**src/rtl/seq_shift_add_multiplier_pkg.sv**
```systemverilog
// rtl/seq_shift_add_multiplier_pkg.sv - shared types and helpers for the shift-add multiplier
package seq_shift_add_multiplier_pkg;

    typedef enum logic [1:0] {
        ST_IDLE = 2'd0,
        ST_BUSY = 2'd1,
        ST_DONE = 2'd2
    } mult_state_t;

    // Counter must hold WIDTH itself, not just WIDTH-1.
    function automatic int cnt_width(input int width);
        return $clog2(width + 1);
    endfunction

endpackage

```
**src/rtl/seq_shift_add_multiplier_sign_fix.sv**
```systemverilog
// rtl/seq_shift_add_multiplier_sign_fix.sv - conditional two's-complement negate
module seq_shift_add_multiplier_sign_fix #(
    parameter int W = 4
) (
    input  logic [W-1:0] din,
    input  logic         neg,
    output logic [W-1:0] dout
);

    assign dout = neg ? (~din + W'(1)) : din;

endmodule

```
**src/rtl/seq_shift_add_multiplier.sv**
```systemverilog
// rtl/seq_shift_add_multiplier.sv - iterative radix-2 shift-add multiplier with handshakes
module seq_shift_add_multiplier
    import seq_shift_add_multiplier_pkg::*;
#(
    parameter int WIDTH     = 4,
    parameter int SIGNED_EN = 1
) (
    input  logic                 clk,
    input  logic                 rst_n,
    input  logic                 in_valid,
    output logic                 in_ready,
    input  logic                 in_signed,
    input  logic [WIDTH-1:0]     in_a,
    input  logic [WIDTH-1:0]     in_b,
    output logic                 out_valid,
    input  logic                 out_ready,
    output logic [2*WIDTH-1:0]   out_p
);

    localparam int PW = 2 * WIDTH;
    localparam int CW = cnt_width(WIDTH);

    mult_state_t       state;
    mult_state_t       state_nxt;
    logic [PW-1:0]     acc;
    logic [PW-1:0]     ma;
    logic [WIDTH-1:0]  mb;
    logic [CW-1:0]     cnt;
    logic              neg;

    logic              signed_op;
    logic              accept;
    logic              last;
    logic [WIDTH-1:0]  a_mag;
    logic [WIDTH-1:0]  b_mag;
    logic [PW-1:0]     sum;
    logic [PW-1:0]     result;

    assign signed_op = in_signed & (SIGNED_EN != 0);
    assign in_ready  = (state == ST_IDLE);
    assign out_valid = (state == ST_DONE);
    assign accept    = in_valid & in_ready;
    assign last      = (cnt == CW'(1));
    assign sum       = acc + (mb[0] ? ma : '0);

    // The most-negative operand maps onto itself, which read unsigned is its magnitude.
    seq_shift_add_multiplier_sign_fix #(.W(WIDTH)) u_fix_a (
        .din  (in_a),
        .neg  (signed_op & in_a[WIDTH-1]),
        .dout (a_mag)
    );

    seq_shift_add_multiplier_sign_fix #(.W(WIDTH)) u_fix_b (
        .din  (in_b),
        .neg  (signed_op & in_b[WIDTH-1]),
        .dout (b_mag)
    );

    seq_shift_add_multiplier_sign_fix #(.W(PW)) u_fix_p (
        .din  (sum),
        .neg  (neg),
        .dout (result)
    );

    always_ff @(posedge clk or negedge rst_n) begin
        if (!rst_n) begin
            state <= ST_IDLE;
        end else begin
            state <= state_nxt;
        end
    end

    always_comb begin
        state_nxt = state;
        case (state)
            ST_IDLE: if (in_valid) state_nxt = ST_BUSY;
            ST_BUSY: if (last)     state_nxt = ST_DONE;
            ST_DONE: if (out_ready) state_nxt = ST_IDLE;
            default: state_nxt = ST_IDLE;
        endcase
    end

    always_ff @(posedge clk or negedge rst_n) begin
        if (!rst_n) begin
            acc   <= '0;
            ma    <= '0;
            mb    <= '0;
            cnt   <= '0;
            neg   <= 1'b0;
            out_p <= '0;
        end else if (accept) begin
            acc <= '0;
            ma  <= {{WIDTH{1'b0}}, a_mag};
            mb  <= b_mag;
            cnt <= CW'(WIDTH);
            neg <= signed_op & (in_a[WIDTH-1] ^ in_b[WIDTH-1]);
        end else if (state == ST_BUSY) begin
            acc <= sum;
            ma  <= ma << 1;
            mb  <= mb >> 1;
            cnt <= cnt - CW'(1);
            // Final partial product is folded in here rather than one cycle later.
            if (last) begin
                out_p <= result;
            end
        end
    end

endmodule
```
**config.mk**
```make
export PLATFORM = sky130hd
export DESIGN_NAME = seq_shift_add_multiplier
export DESIGN_NICKNAME = d
export VERILOG_FILES = /design/src/rtl/seq_shift_add_multiplier_pkg.sv /design/src/rtl/seq_shift_add_multiplier_sign_fix.sv /design/src/rtl/seq_shift_add_multiplier.sv
export SDC_FILE = /design/constraint.sdc
export NUM_CORES = 1
export LEC_CHECK = 0
export CAP_MARGIN = 20
export CORE_ASPECT_RATIO = 1.4
export CORE_MARGIN = 3
export CORE_UTILIZATION = 40
export CTS_CLUSTER_DIAMETER = 50
export DETAILED_ROUTE_END_ITERATION = 7
export HOLD_SLACK_MARGIN = 0.03
export PLACE_DENSITY = 0.64
export SETUP_SLACK_MARGIN = 0.02
export SYNTH_ARGS = -nofsm -noshare
export SYNTH_HDL_FRONTEND = slang
export SYNTH_SLANG_ARGS = --single-unit
```
**constraint.sdc**
```tcl
create_clock -name clk -period 2.4 [get_ports clk]
set_clock_uncertainty 0.15 [all_clocks]
set_input_delay 0.48 -clock clk [delete_from_list [all_inputs] [get_ports clk]]
set_output_delay 0.48 -clock clk [all_outputs]
set_load 0.1 [all_outputs]
```
* After elaboration in Yosys (flattened, before gate mapping)
Cells that the tools add are included.
** Cells by class
- $add $sub $neg :: 5
- Eq/ne operators :: 6
- Mux-type cells :: 16
- Bitwise logic cells :: 9
- Reductions and logical operators :: 4
** Operators with widths (number)
- 2-to-1 mux 8 bit :: 6
- 2-to-1 mux 4 bit :: 4
- adder 4 x 1 -> 4 bit, second input constant :: 2
- adder 8 x 1 -> 8 bit, second input constant :: 1
- adder 8 bit :: 1
- NOT 4 bit :: 2
- NOT 8 bit :: 1
- 2-to-1 mux 2 bit :: 3
- 2-to-1 mux 3 bit :: 2
- one-hot mux 2 bit (3 select lines) :: 1
- AND reduction 3 bit :: 2
- bitwise AND 1 bit :: 4
- != test 2 bit, second input constant :: 2
- == test 3 x 1 -> 1 bit, second input constant :: 1
- subtractor 3 x 1 -> 3 bit, second input constant :: 1
- == test 2 x 1 -> 1 bit, second input constant :: 1
- == test 2 bit, second input constant :: 1
- zero test 2 bit :: 1
- != test 2 x 1 -> 1 bit, second input constant :: 1
- nonzero test 2 bit :: 1
- NOT 1 bit :: 1
- bitwise XOR 1 bit :: 1
** Word-level totals
- Register bits after elaboration :: 34
- Input bits :: 13
- Output and inout bits :: 10
- Word-level logic and storage cells :: 47

* Depth between registers and ports, before layout
Gate-level depths: netlist (run 1).
- Depth after elaboration :: 5
- Mapped depth :: 9
- Gate-level depth less buffers :: 9

* Hierarchy
Synthesis (run 1) repeated with hierarchy kept, for this count alone.
** Second synthesis, totals
- Cell total of the unflattened synthesis :: 217
- Area, all modules :: 2137.0 µm²
** Modules (own cells, without submodules)
- seq_shift_add_multiplier :: instances 1, cells an instance 176, area an instance 1820.5 µm², seq. area each 850.8 µm²
- seq_shift_add_multiplier_sign_fix (u_fix_p) :: instances 1, cells an instance 21, area an instance 171.4 µm², seq. area each 0.0 µm²
- seq_shift_add_multiplier_sign_fix (u_fix_a ...) :: instances 2, cells an instance 10, area an instance 72.6 µm², seq. area each 0.0 µm²

* Worst setup path before layout (run 1)
OpenSTA, ideal clock, no wires.
- Path type :: flip-flop to flip-flop
- Start point :: register state[0]
- End point :: register acc[7]
- Setup time :: 143 ps
- Arrival :: 2460 ps
- Data required time :: 2107 ps
- Setup slack :: -353 ps
- Cell stages (with the launch flop) :: 6
- Path buffers :: 1
- Clock period less this slack :: 2753 ps
- Path through :: dfrtp_1 -> nor2_1 -> nand2_1 -> clkbuf_1 -> nand3_1 -> o31ai_1
** Between the ends
- Word-level cells in the longest chain between the ends :: 3
- Elaborated cells between the ends (all ways) :: 5
- Those cells by class :: 1 x eq/ne; 1 x mux; 1 x bitwise; 2 x reduce/logical
** RTL lines
- start, declared :: RTL line seq_shift_add_multiplier.sv:23 : mult_state_t state;
- start signal, assigned :: RTL line seq_shift_add_multiplier.sv:69 : state <= state_nxt;
- zero test 2 bit (*) :: RTL line seq_shift_add_multiplier.sv:40 : assign in_ready = (state == ST_IDLE);
- net in_ready :: RTL line seq_shift_add_multiplier.sv:11 : output logic in_ready,
- bitwise AND 1 bit (*) :: RTL line seq_shift_add_multiplier.sv:42 : assign accept = in_valid & in_ready;
- 2-to-1 mux 8 bit / nonzero test 2 bit (equally long branches)
- end signal, assigned :: RTL line seq_shift_add_multiplier.sv:98 : acc <= sum;
- end, declared :: RTL line seq_shift_add_multiplier.sv:25 : logic [PW-1:0] acc;
Mark *: on every way through the listed nets, which the timed path passes. The rest lies on a longest branch.
A chain may end at the register's enable or synchronous reset.

* Worst setup path in the final report (run 1)
- Start point :: register mb[0]
- End point :: register out_p[7]
** Between the ends
- Word-level cells in the longest chain between the ends :: 5
** RTL lines
- start, declared :: RTL line seq_shift_add_multiplier.sv:27 : logic [WIDTH-1:0] mb;
- start signal, assigned :: RTL line seq_shift_add_multiplier.sv:94 : mb <= b_mag;
- start signal, assigned :: RTL line seq_shift_add_multiplier.sv:100 : mb <= mb >> 1;
- 2-to-1 mux 8 bit (*) :: RTL line seq_shift_add_multiplier.sv:44 : assign sum = acc + (mb[0] ? ma : '0);
- adder 8 bit (*) :: RTL line seq_shift_add_multiplier.sv:44
- NOT 8 bit :: RTL line seq_shift_add_multiplier_sign_fix.sv:10 : assign dout = neg ? (~din + W'(1)) : din;
- adder 8 x 1 -> 8 bit :: RTL line seq_shift_add_multiplier_sign_fix.sv:10
- 2-to-1 mux 8 bit (*) :: RTL line seq_shift_add_multiplier_sign_fix.sv:10
- end signal, assigned :: RTL line seq_shift_add_multiplier.sv:104 : out_p <= result;
- end, declared :: RTL line seq_shift_add_multiplier.sv:17 : output logic [2*WIDTH-1:0] out_p
Mark *: on every way between the ends. The rest lies on a longest branch, timed or not.

==> results of run 1 <==
## worst max-delay path: stages, from the launching register on
cell	delay [ns]
dfrtp_1	0.40
buf_4	0.14
and2_4	0.15
fa_2	0.40
a211oi_2	0.30
nor2_1	0.13
xor2_2	0.20
a2111o_1	0.35
nor4b_4	0.15
o31ai_2	0.20
## metal layers
metal / global-route usage, % / vias up / routed length (µm)
li1: - / 927 / -
met1: 19.5 / 834 / 1980
met2: 28.1 / 31 / 2340
met3: 2.97 / 4 / 158
met4: 5.08 / 0 / 59
met5: 0 / - / 0
## what timing repair did
action	4_1_cts	5_1_grt
cloned	0	0
setup endpoints to repair	4	8
hold endpoints to repair	0	0
resized for setup	0	21
pin swaps	0	5
setup buffers	0	2
## area by class of cell
class                      count  area (µm²)
multi-input combinational    184        1250
fill                         462        2160
inverter                      12        45.0
clock buffer                   7        86.3
tap                           64        80.1
timing repair buffer          53         440
sequential                    34         851
clock inverter                 1        5.00
## path summary, 6_finish.rpt
| kind | start | to | cells past startpoint |
|---|---|---|---|
| max in group asynchronous | rst_n | out_p[3] | 2 |
| min | out_p[2] | out_p[2] | 2 |
| min in group asynchronous | rst_n | acc[0] | 2 |
| min reg2reg | out_p[2] | out_p[2] | 2 |
| max | mb[0] | out_p[7] | 9 |
| max reg2reg | mb[0] | out_p[7] | 9 |
## synthesized netlist by cell type (2+ instances only)
| cell | n | area share (%) |
|---|---|---|
| o31ai_1 | 4 | 1.4 |
| nand2_1 | 42 | 7.6 |
| nor3_1 | 4 | 0.97 |
| and2_1 | 9 | 2.7 |
| xor2_1 | 8 | 3.4 |
| a21oi_1 | 5 | 1.2 |
| ha_1 | 12 | 7.2 |
| nor2_1 | 15 | 2.7 |
| dfrtp_1 | 34 | 41 |
| clkbuf_1 | 9 | 1.6 |
| nor3b_1 | 2 | 0.72 |
| nand3_1 | 19 | 4.6 |
| nand2b_1 | 2 | 0.60 |
| nor2b_1 | 3 | 0.90 |
| o21ai_0 | 24 | 5.8 |
| and3_1 | 4 | 1.2 |
| a211oi_1 | 2 | 0.72 |
| a22oi_1 | 2 | 0.72 |
| o21ai_1 | 3 | 0.72 |
| a31oi_1 | 5 | 1.5 |
| inv_1 | 12 | 2.2 |
| mux2i_1 | 2 | 0.97 |
## flip-flops by register name, indices dropped and copies added (netlist names)
name / cells
acc: 8
ma: 8
out_p: 8
mb: 4
cnt: 3
state: 2
neg: 1
## where the power goes
part | internal (mW) | switching (mW) | leakage [nW] | total, mW
Sequential | 0.823 | 0.171 | 0.430 | 0.994
Combinational | 1.14 | 1.65 | 0.797 | 2.79
Clock | 0.231 | 0.204 | 0.0482 | 0.435
## kinds of logic after synthesis
family / Yosys count / share of synthesized area (%)
compound gates: 56 / 17.3
flops: 34 / 41.0
buf+inv: 21 / 3.80
mux: 2 / 0.965
fa+ha+maj: 13 / 8.20
simple gates: 103 / 24.1
xor+xnor: 10 / 4.58
==> flow_metrics.tcl, run 1 <==
set metrics [dict create \
    arrival_ns 2.70 \
    grt_max_degree 35 \
    first_global_vias 1693 \
    syn_area_mm2 0.00207 \
    post-place-ws_ns -0.193 \
    final_core_util_pct 56.2 \
    overflow 0 \
    drt_iter0_drc 86 \
    clockBufferDepth 2 \
    rsz0062_at_grt "yes" \
    nets 316 \
    ioPinCount 23 \
    violations "setup timing" \
    cts_tree "yes" \
    ir_worst_vdd_mv 0.476 \
    path_class "register to register" \
    wl_um 4540 \
    holdWs_ns 0.328 \
    cts_buffers 5 \
    synth_top_flop_cell "dfrtp_1" \
    antennaDiodeCount 0 \
    layout_commonest_cell "nand2_1" \
    layout_common_cells "nand2_1 (41), buf_4 (40), dfrtp_1 (34)" \
    synthCells 239 \
    vias_per_cell 5.06 \
    area_growth_syn_to_layout_pct 33.1 \
    final_cells 355 \
    grt_pass1_wl_um 7660 \
    hold_path.class "register to register" \
    max_freq_mhz 376 \
    vias 1796 \
    tightest_slew_ns 0.540 \
    clock-sinks 34 \
    fp.coreArea_mm2 0.00492 \
    start_util_pct 42.2 \
    ant_nets 0 \
    syn-num-nets 265 \
    path_clk_slew_ns 0.07 \
    slew_violations 0 \
    holdBufCountCts 0 \
    setup_ws_ns -0.261 \
    layout_worst_path_cycle_share_pct 111 \
    dp.cells 345 \
    power_density_mw_per_mm2 1530 \
    crit_path_end_kind "register" \
    start_kind "register" \
    die_w_um 66.9 \
    outcome "finished with violations" \
    worstPathRequired_ns 2.44 \
    die-area_mm2 0.00610 \
    synthArstFlopShare_pct 100 \
    slew_headroom_pct 63.9 \
    crit_fanout 4 \
    r2r_slack_ns -0.26 \
    wl_per_cell_um 12.8 \
    place_area_mm2 0.00256 \
    clk_latency_ns 0.28 \
    yosysWarnings 0 \
    synth-edff-count 0 \
    fin_total_pwr_mw 4.22 \
    final_layout_size_suffix_gt1_share_pct 26.1 \
    fin_setup_tns_ns -0.639 \
    port-buffer-count 22 \
    die_h_um 91.2 \
    synth_cell_types 39 \
    ys_seq_area_share_pct 41.0 \
    power.leakage_nw 1.28 \
    rows 30 \
    drv_cap 0 \
    antenna_found_initial 0 \
    htree_levels 2 \
    dpl.hpwl_um 3250 \
    root_buffer "clkbuf_8" \
    drcViolationCount 0 \
    hold_violations 0 \
    setup_viol 4 \
    ys_ff_latch 34 \
    gr-usage-all-layers_pct 16.1 \
    place.gp.congestion 0.825 \
    syn_avg_cell_area_um2 8.68 \
    finalCriticalPeriod_ns 2.66 \
    drt_pass1_iterations 4 \
    stdcell_area_mm2 0.00276 \
]
No activity file was read; power rests on OpenSTA's default activity.
==> run 2, diff against run 1 <==
- PLACE_DENSITY: 0.64 -> 0.59
- clock period: 2.4 -> 2.5 ns (I/O delays scaled with it)
==> run 2 against run 1 <==
The flow still finishes with violations (setup timing). Critical path depth is the same. Setup slack improved by 0.097 ns. Register-to-register slack improved by 0.097 ns. Routed wire length up 1.7%. Core utilization decreased by 2.4 points. Sequential share of layout area grew 1.4 points. Total power fell by 8.7%. Final area fell by 4.3%. Cell count shrank 2.3%. Sequential power decreased by 4.4%. Flip-flop and latch count stayed put. Largest power group unchanged. Highest routed layer unchanged.
==> flow_metrics.tcl, run 2 (synthesized netlist as in run 1, its figures left out) <==
set metrics [dict create \
    rows 30 \
    finalCriticalPeriod_ns 2.66 \
    holdWs_ns 0.330 \
    crit_fanout 4 \
    holdBufCountCts 0 \
    area_growth_syn_to_layout_pct 27.3 \
    path_class "register to register" \
    wl_met3_um 151 \
    start_kind "register" \
    layout_commonest_cell "nand2_1" \
    vias 1795 \
    layout_common_cells "nand2_1 (42), dfrtp_1 (34), buf_4 (33)" \
    r2r-end "out_p[7]" \
    port-buffer-count 22 \
    antennaDiodeCount 0 \
    clock-sinks 34 \
    hold_path.class "register to register" \
    power_density_mw_per_mm2 1460 \
    htree_levels 2 \
    r2r-start "mb[0]" \
    post-place-ws_ns -0.113 \
    crit_path_end_kind "register" \
    drt_iter0_drc 60 \
    vias_per_cell 5.17 \
    ir_worst_vdd_mv 0.484 \
    max_freq_mhz 375 \
    worstPathCellList "buf_4, and2_4, fa_2, a211oi_4, or3b_4, nand3_2, a2111o_1, nor4b_4, o31ai_2" \
    cts_tree "yes" \
    r2r_slack_ns -0.16 \
    top_layer "met4" \
    power.leakage_nw 1.24 \
    die-area_mm2 0.00610 \
    wl_met1_um 1930 \
    crit_family "compound AO/OA/AOI/OAI gates" \
    cts_buffers 5 \
    worstRegToRegCells 9 \
    ant_nets 0 \
    worstPathRequired_ns 2.55 \
    dp.cells 339 \
    nets 308 \
    crit_path_start "mb[0]" \
    start_util_pct 42.2 \
    clockBufferDepth 2 \
    critPathMaxStageDelay_ns 0.41 \
    root_buffer "clkbuf_8" \
    gr-usage-all-layers_pct 16.6 \
    grt_max_degree 35 \
    outcome "finished with violations" \
    place.gp.congestion 0.784 \
    slowest_stage "dfrtp_1" \
    overflow 0 \
    hold_depth 2 \
    grt_pass1_wl_um 7710 \
    layout_worst_path_cycle_share_pct 107 \
    dpl.hpwl_um 3370 \
    die_w_um 66.9 \
    min-delay-start "out_p[0]" \
    fp.coreArea_mm2 0.00492 \
    clk_latency_ns 0.29 \
    final_layout_size_suffix_gt1_share_pct 21.2 \
    ioPinCount 23 \
    die_h_um 91.2 \
    first_global_vias 1730 \
    rsz0062_at_grt "yes" \
    setup_viol 3 \
    min_to "out_p[0]" \
    tightest_slew_ns 0.598 \
    violations "setup timing" \
    drt_pass1_iterations 4 \
    drcViolationCount 0 \
    wl_met2_um 2420 \
    hold_violations 0 \
    slew_headroom_pct 60.0 \
    wl_per_cell_um 13.3 \
    antenna_found_initial 0 \
    wl_um 4610 \
    cts_setup_buffers 0 \
    top_regs "acc (8), ma (8), out_p (8)" \
    slew_violations 0 \
    final_cells 347 \
    drv_cap 0 \
    path_clk_slew_ns 0.07 \
    critPathBufInv 1 \
    arrival_ns 2.72 \
    setup_ws_ns -0.165 \
]
-- run 2: cell count changes in the layout (fill, tap and decap cells not counted), sizes merged --
cell	previous run	this run
buf	41	33
-- run 2: stage by stage --
stage | TNS (ns) | power [mW] | util [%] | area [µm²]
after floorplan | -0.0623 | 2.62 | - | 2090
after global placement | -0.104 | 3.34 | 50.9 | 2500
after detailed placement | -0.220 | 3.37 | 50.9 | 2500
after CTS | -0.244 | 3.81 | 52.7 | 2590
after global routing | -0.759 | 4.19 | 53.7 | 2640
final | -0.263 | 3.85 | 53.7 | 2640
-- run 2: what timing repair did --
item	in CTS	in global routing
endpoints found under the setup margin	3	5
resized for setup	0	10
pin swaps	0	5
-- run 2: layer usage --
| layer | vias to the layer above | global-route usage (%) |
|---|---|---|
| li1 | 910 | - |
| met1 | 841 | 19.3 |
| met2 | 36 | 28.7 |
| met3 | 8 | 2.85 |
| met4 | 0 | 7.78 |
| met5 | - | 0 |
-- run 2: worst max path at each step --
stage / to / slack [ns] / cells after the start
2_1_floorplan: out_p[7] / -0.06 / 9
3_3_place_gp: out_p[7] / -0.07 / 9
3_5_place_dp: out_p[7] / -0.11 / 9
4_1_cts: out_p[7] / -0.12 / 9
5_1_grt: out_p[7] / -0.33 / 9
6_report: out_p[7] / -0.16 / 9
-- run 2: tightest hold or removal path: stages, from the launching register on --
cell and delay (ns):
dfrtp_1 0.34, nand2_1 0.04, o21ai_0 0.06
-- run 2: area by class of cell --
class	instances	area, µm²
clock buffers	7	86.3
clock inverters	1	5.00
fillers	502	2280
inverters	12	45.0
multi-input cells	184	1210
flip-flops and latches	34	851
well taps	64	80.1
repair buffers	45	368
-- run 2: power breakdown --
part | switching (mW) | internal (mW)
sequential | 0.160 | 0.790
combinational | 1.51 | 0.961
clock | 0.204 | 0.222
==> run 3, diff against run 2 <==
- PLACE_DENSITY: 0.59 -> default
- TNS_END_PERCENT: default -> 5
==> run 3 against run 2 <==
The run still ends with setup timing left. Sequential power about the same. Sequential share of layout area decreased by 0.076 points. Total power decreased by 0.62%. First-iteration DRC count increased by 60%. Die area unchanged. Flip-flop and latch count unchanged. Register-to-register slack improved by 0.04 ns. Largest cell class unchanged.
==> flow_metrics.tcl, run 3 (synthesized netlist as in run 1, its figures left out) <==
set metrics [dict create \
    clk_latency_ns 0.28 \
    gr-usage-all-layers_pct 16.5 \
    ir_worst_vdd_mv 0.445 \
    fin_setup_tns_ns -0.200 \
    worstRegToRegCells 9 \
    top_regs "acc (8), ma (8), out_p (8)" \
    hold_depth 2 \
    place.gp.congestion 0.769 \
    hold_path.class "register to register" \
    power_density_mw_per_mm2 1450 \
    switching_share_pct 49.0 \
    slew_violations 0 \
    finalCriticalPeriod_ns 2.63 \
    cts_buffers 5 \
    ant_nets 0 \
    r2r_slack_ns -0.13 \
    die_w_um 66.9 \
    hold_violations 0 \
    rows 30 \
    drt_pass1_iterations 4 \
    grt_pass1_wl_um 7700 \
    min-delay-start "out_p[2]" \
    vias_per_cell 5.06 \
    drcViolationCount 0 \
    htree_levels 2 \
    drv_cap 0 \
    dpl.hpwl_um 3390 \
    holdBufCountCts 0 \
    overflow 0 \
    layout_common_cells "nand2_1 (42), buf_4 (35), dfrtp_1 (34)" \
    p_comb_share_pct 64.8 \
    path_clk_slew_ns 0.07 \
    p_clk_share_pct 10.4 \
    p_sw_mw 1.88 \
    vias 1756 \
    clock-sinks 34 \
    start_util_pct 42.2 \
    crit_path_end_kind "register" \
    setup_viol 2 \
    port-buffer-count 22 \
    antenna_found_initial 0 \
    wl_um 4520 \
    die_h_um 91.2 \
    nets 310 \
    slew_headroom_pct 62.3 \
    outcome "finished with violations" \
    holdWs_ns 0.327 \
    r2r-end "out_p[7]" \
    tightest_slew_ns 0.564 \
    drt_iter0_drc 96 \
    root_buffer "clkbuf_8" \
    crit_fanout 7 \
    layout_worst_path_cycle_share_pct 105 \
    path_class "register to register" \
    area_growth_syn_to_layout_pct 27.6 \
    antennaDiodeCount 0 \
    rsz0062_at_grt "yes" \
    power.leakage_nw 1.24 \
    setup_ws_ns -0.126 \
    die-area_mm2 0.00610 \
    start_kind "register" \
    layout_commonest_cell "nand2_1" \
    cts_tree "yes" \
    max_freq_mhz 381 \
    fp.coreArea_mm2 0.00492 \
    first_global_vias 1662 \
    min_to "out_p[2]" \
    worstPathRequired_ns 2.50 \
    final_layout_size_suffix_gt1_share_pct 21.6 \
    seq_power_share_pct 24.8 \
    r2r-start "mb[0]" \
    violations "setup timing" \
    wl_per_cell_um 13.0 \
    ioPinCount 23 \
    grt_max_degree 35 \
    p_int_mw 1.95 \
    clockBufferDepth 2 \
    arrival_ns 2.62 \
]
[run 3: final cells by class]
| class | instances | area, µm² |
|---|---|---|
| fillers | 487 | 2270 |
| flip-flops and latches | 34 | 851 |
| multi-input cells | 184 | 1210 |
| inverters | 12 | 45.0 |
| repair buffers | 47 | 383 |
| well taps | 64 | 80.1 |
| clock buffers | 6 | 82.6 |
[run 3: metrics by stage]
| stage | utilization, % | total power, mW | worst slack [ns] | instances | area, µm² |
|---|---|---|---|---|---|
| CTS | 52.6 | 3.76 | -0.140 | 346 | 2590 |
| floorplan | - | 2.60 | -0.160 | 239 | 2080 |
| global route | 53.8 | 4.18 | -0.282 | 347 | 2650 |
| global placement | 50.8 | 3.28 | -0.142 | 340 | 2500 |
| detailed placement | 50.8 | 3.33 | -0.220 | 340 | 2500 |
| finish | 53.8 | 3.83 | -0.126 | 347 | 2650 |
[run 3: how the worst max path moves through the flow]
stage | start | to | slack [ns]
after floorplan | mb[0] | out_p[7] | -0.16
after global placement | ma[0] | out_p[6] | -0.14
after detailed placement | ma[0] | out_p[6] | -0.22
after CTS | ma[0] | out_p[7] | -0.14
after global routing | ma[0] | out_p[7] | -0.28
final | mb[0] | out_p[7] | -0.13
[run 3: repair_timing]
| action | in CTS | in global routing |
|---|---|---|
| endpoints found under the setup margin | 3 | 6 |
| gates resized for setup | 2 | 11 |
| pin swaps | 0 | 5 |
| buffers inserted | 0 | 1 |
[run 3: power by group through the flow]
stage / clock network [mW] / registers [mW] / logic [mW]
6_report: 0.399 / 0.949 / 2.48
5_1_grt: 0.441 / 0.983 / 2.75
4_1_cts: 0.415 / 0.952 / 2.39
3_5_place_dp: 0 / 0.958 / 2.37
3_3_place_gp: 0 / 0.948 / 2.33
2_1_floorplan: 0 / 1.30 / 1.30
[run 3: critical path, stage by stage, from the launching register on]
cell	delay [ns]
dfrtp_1	0.38
buf_4	0.16
and2_1	0.14
ha_1	0.34
a21oi_2	0.14
nand2_1	0.07
or3_4	0.39
a2111o_1	0.44
a2bb2oi_1	0.20
o31ai_2	0.08
[run 3: metal layers]
layer	wire, µm	vias up	track usage, %
met2	2330	32	28.3
li1	-	911	-
met5	0	-	0
met3	149	6	2.97
met1	1950	807	19.7
met4	92	0	7.11
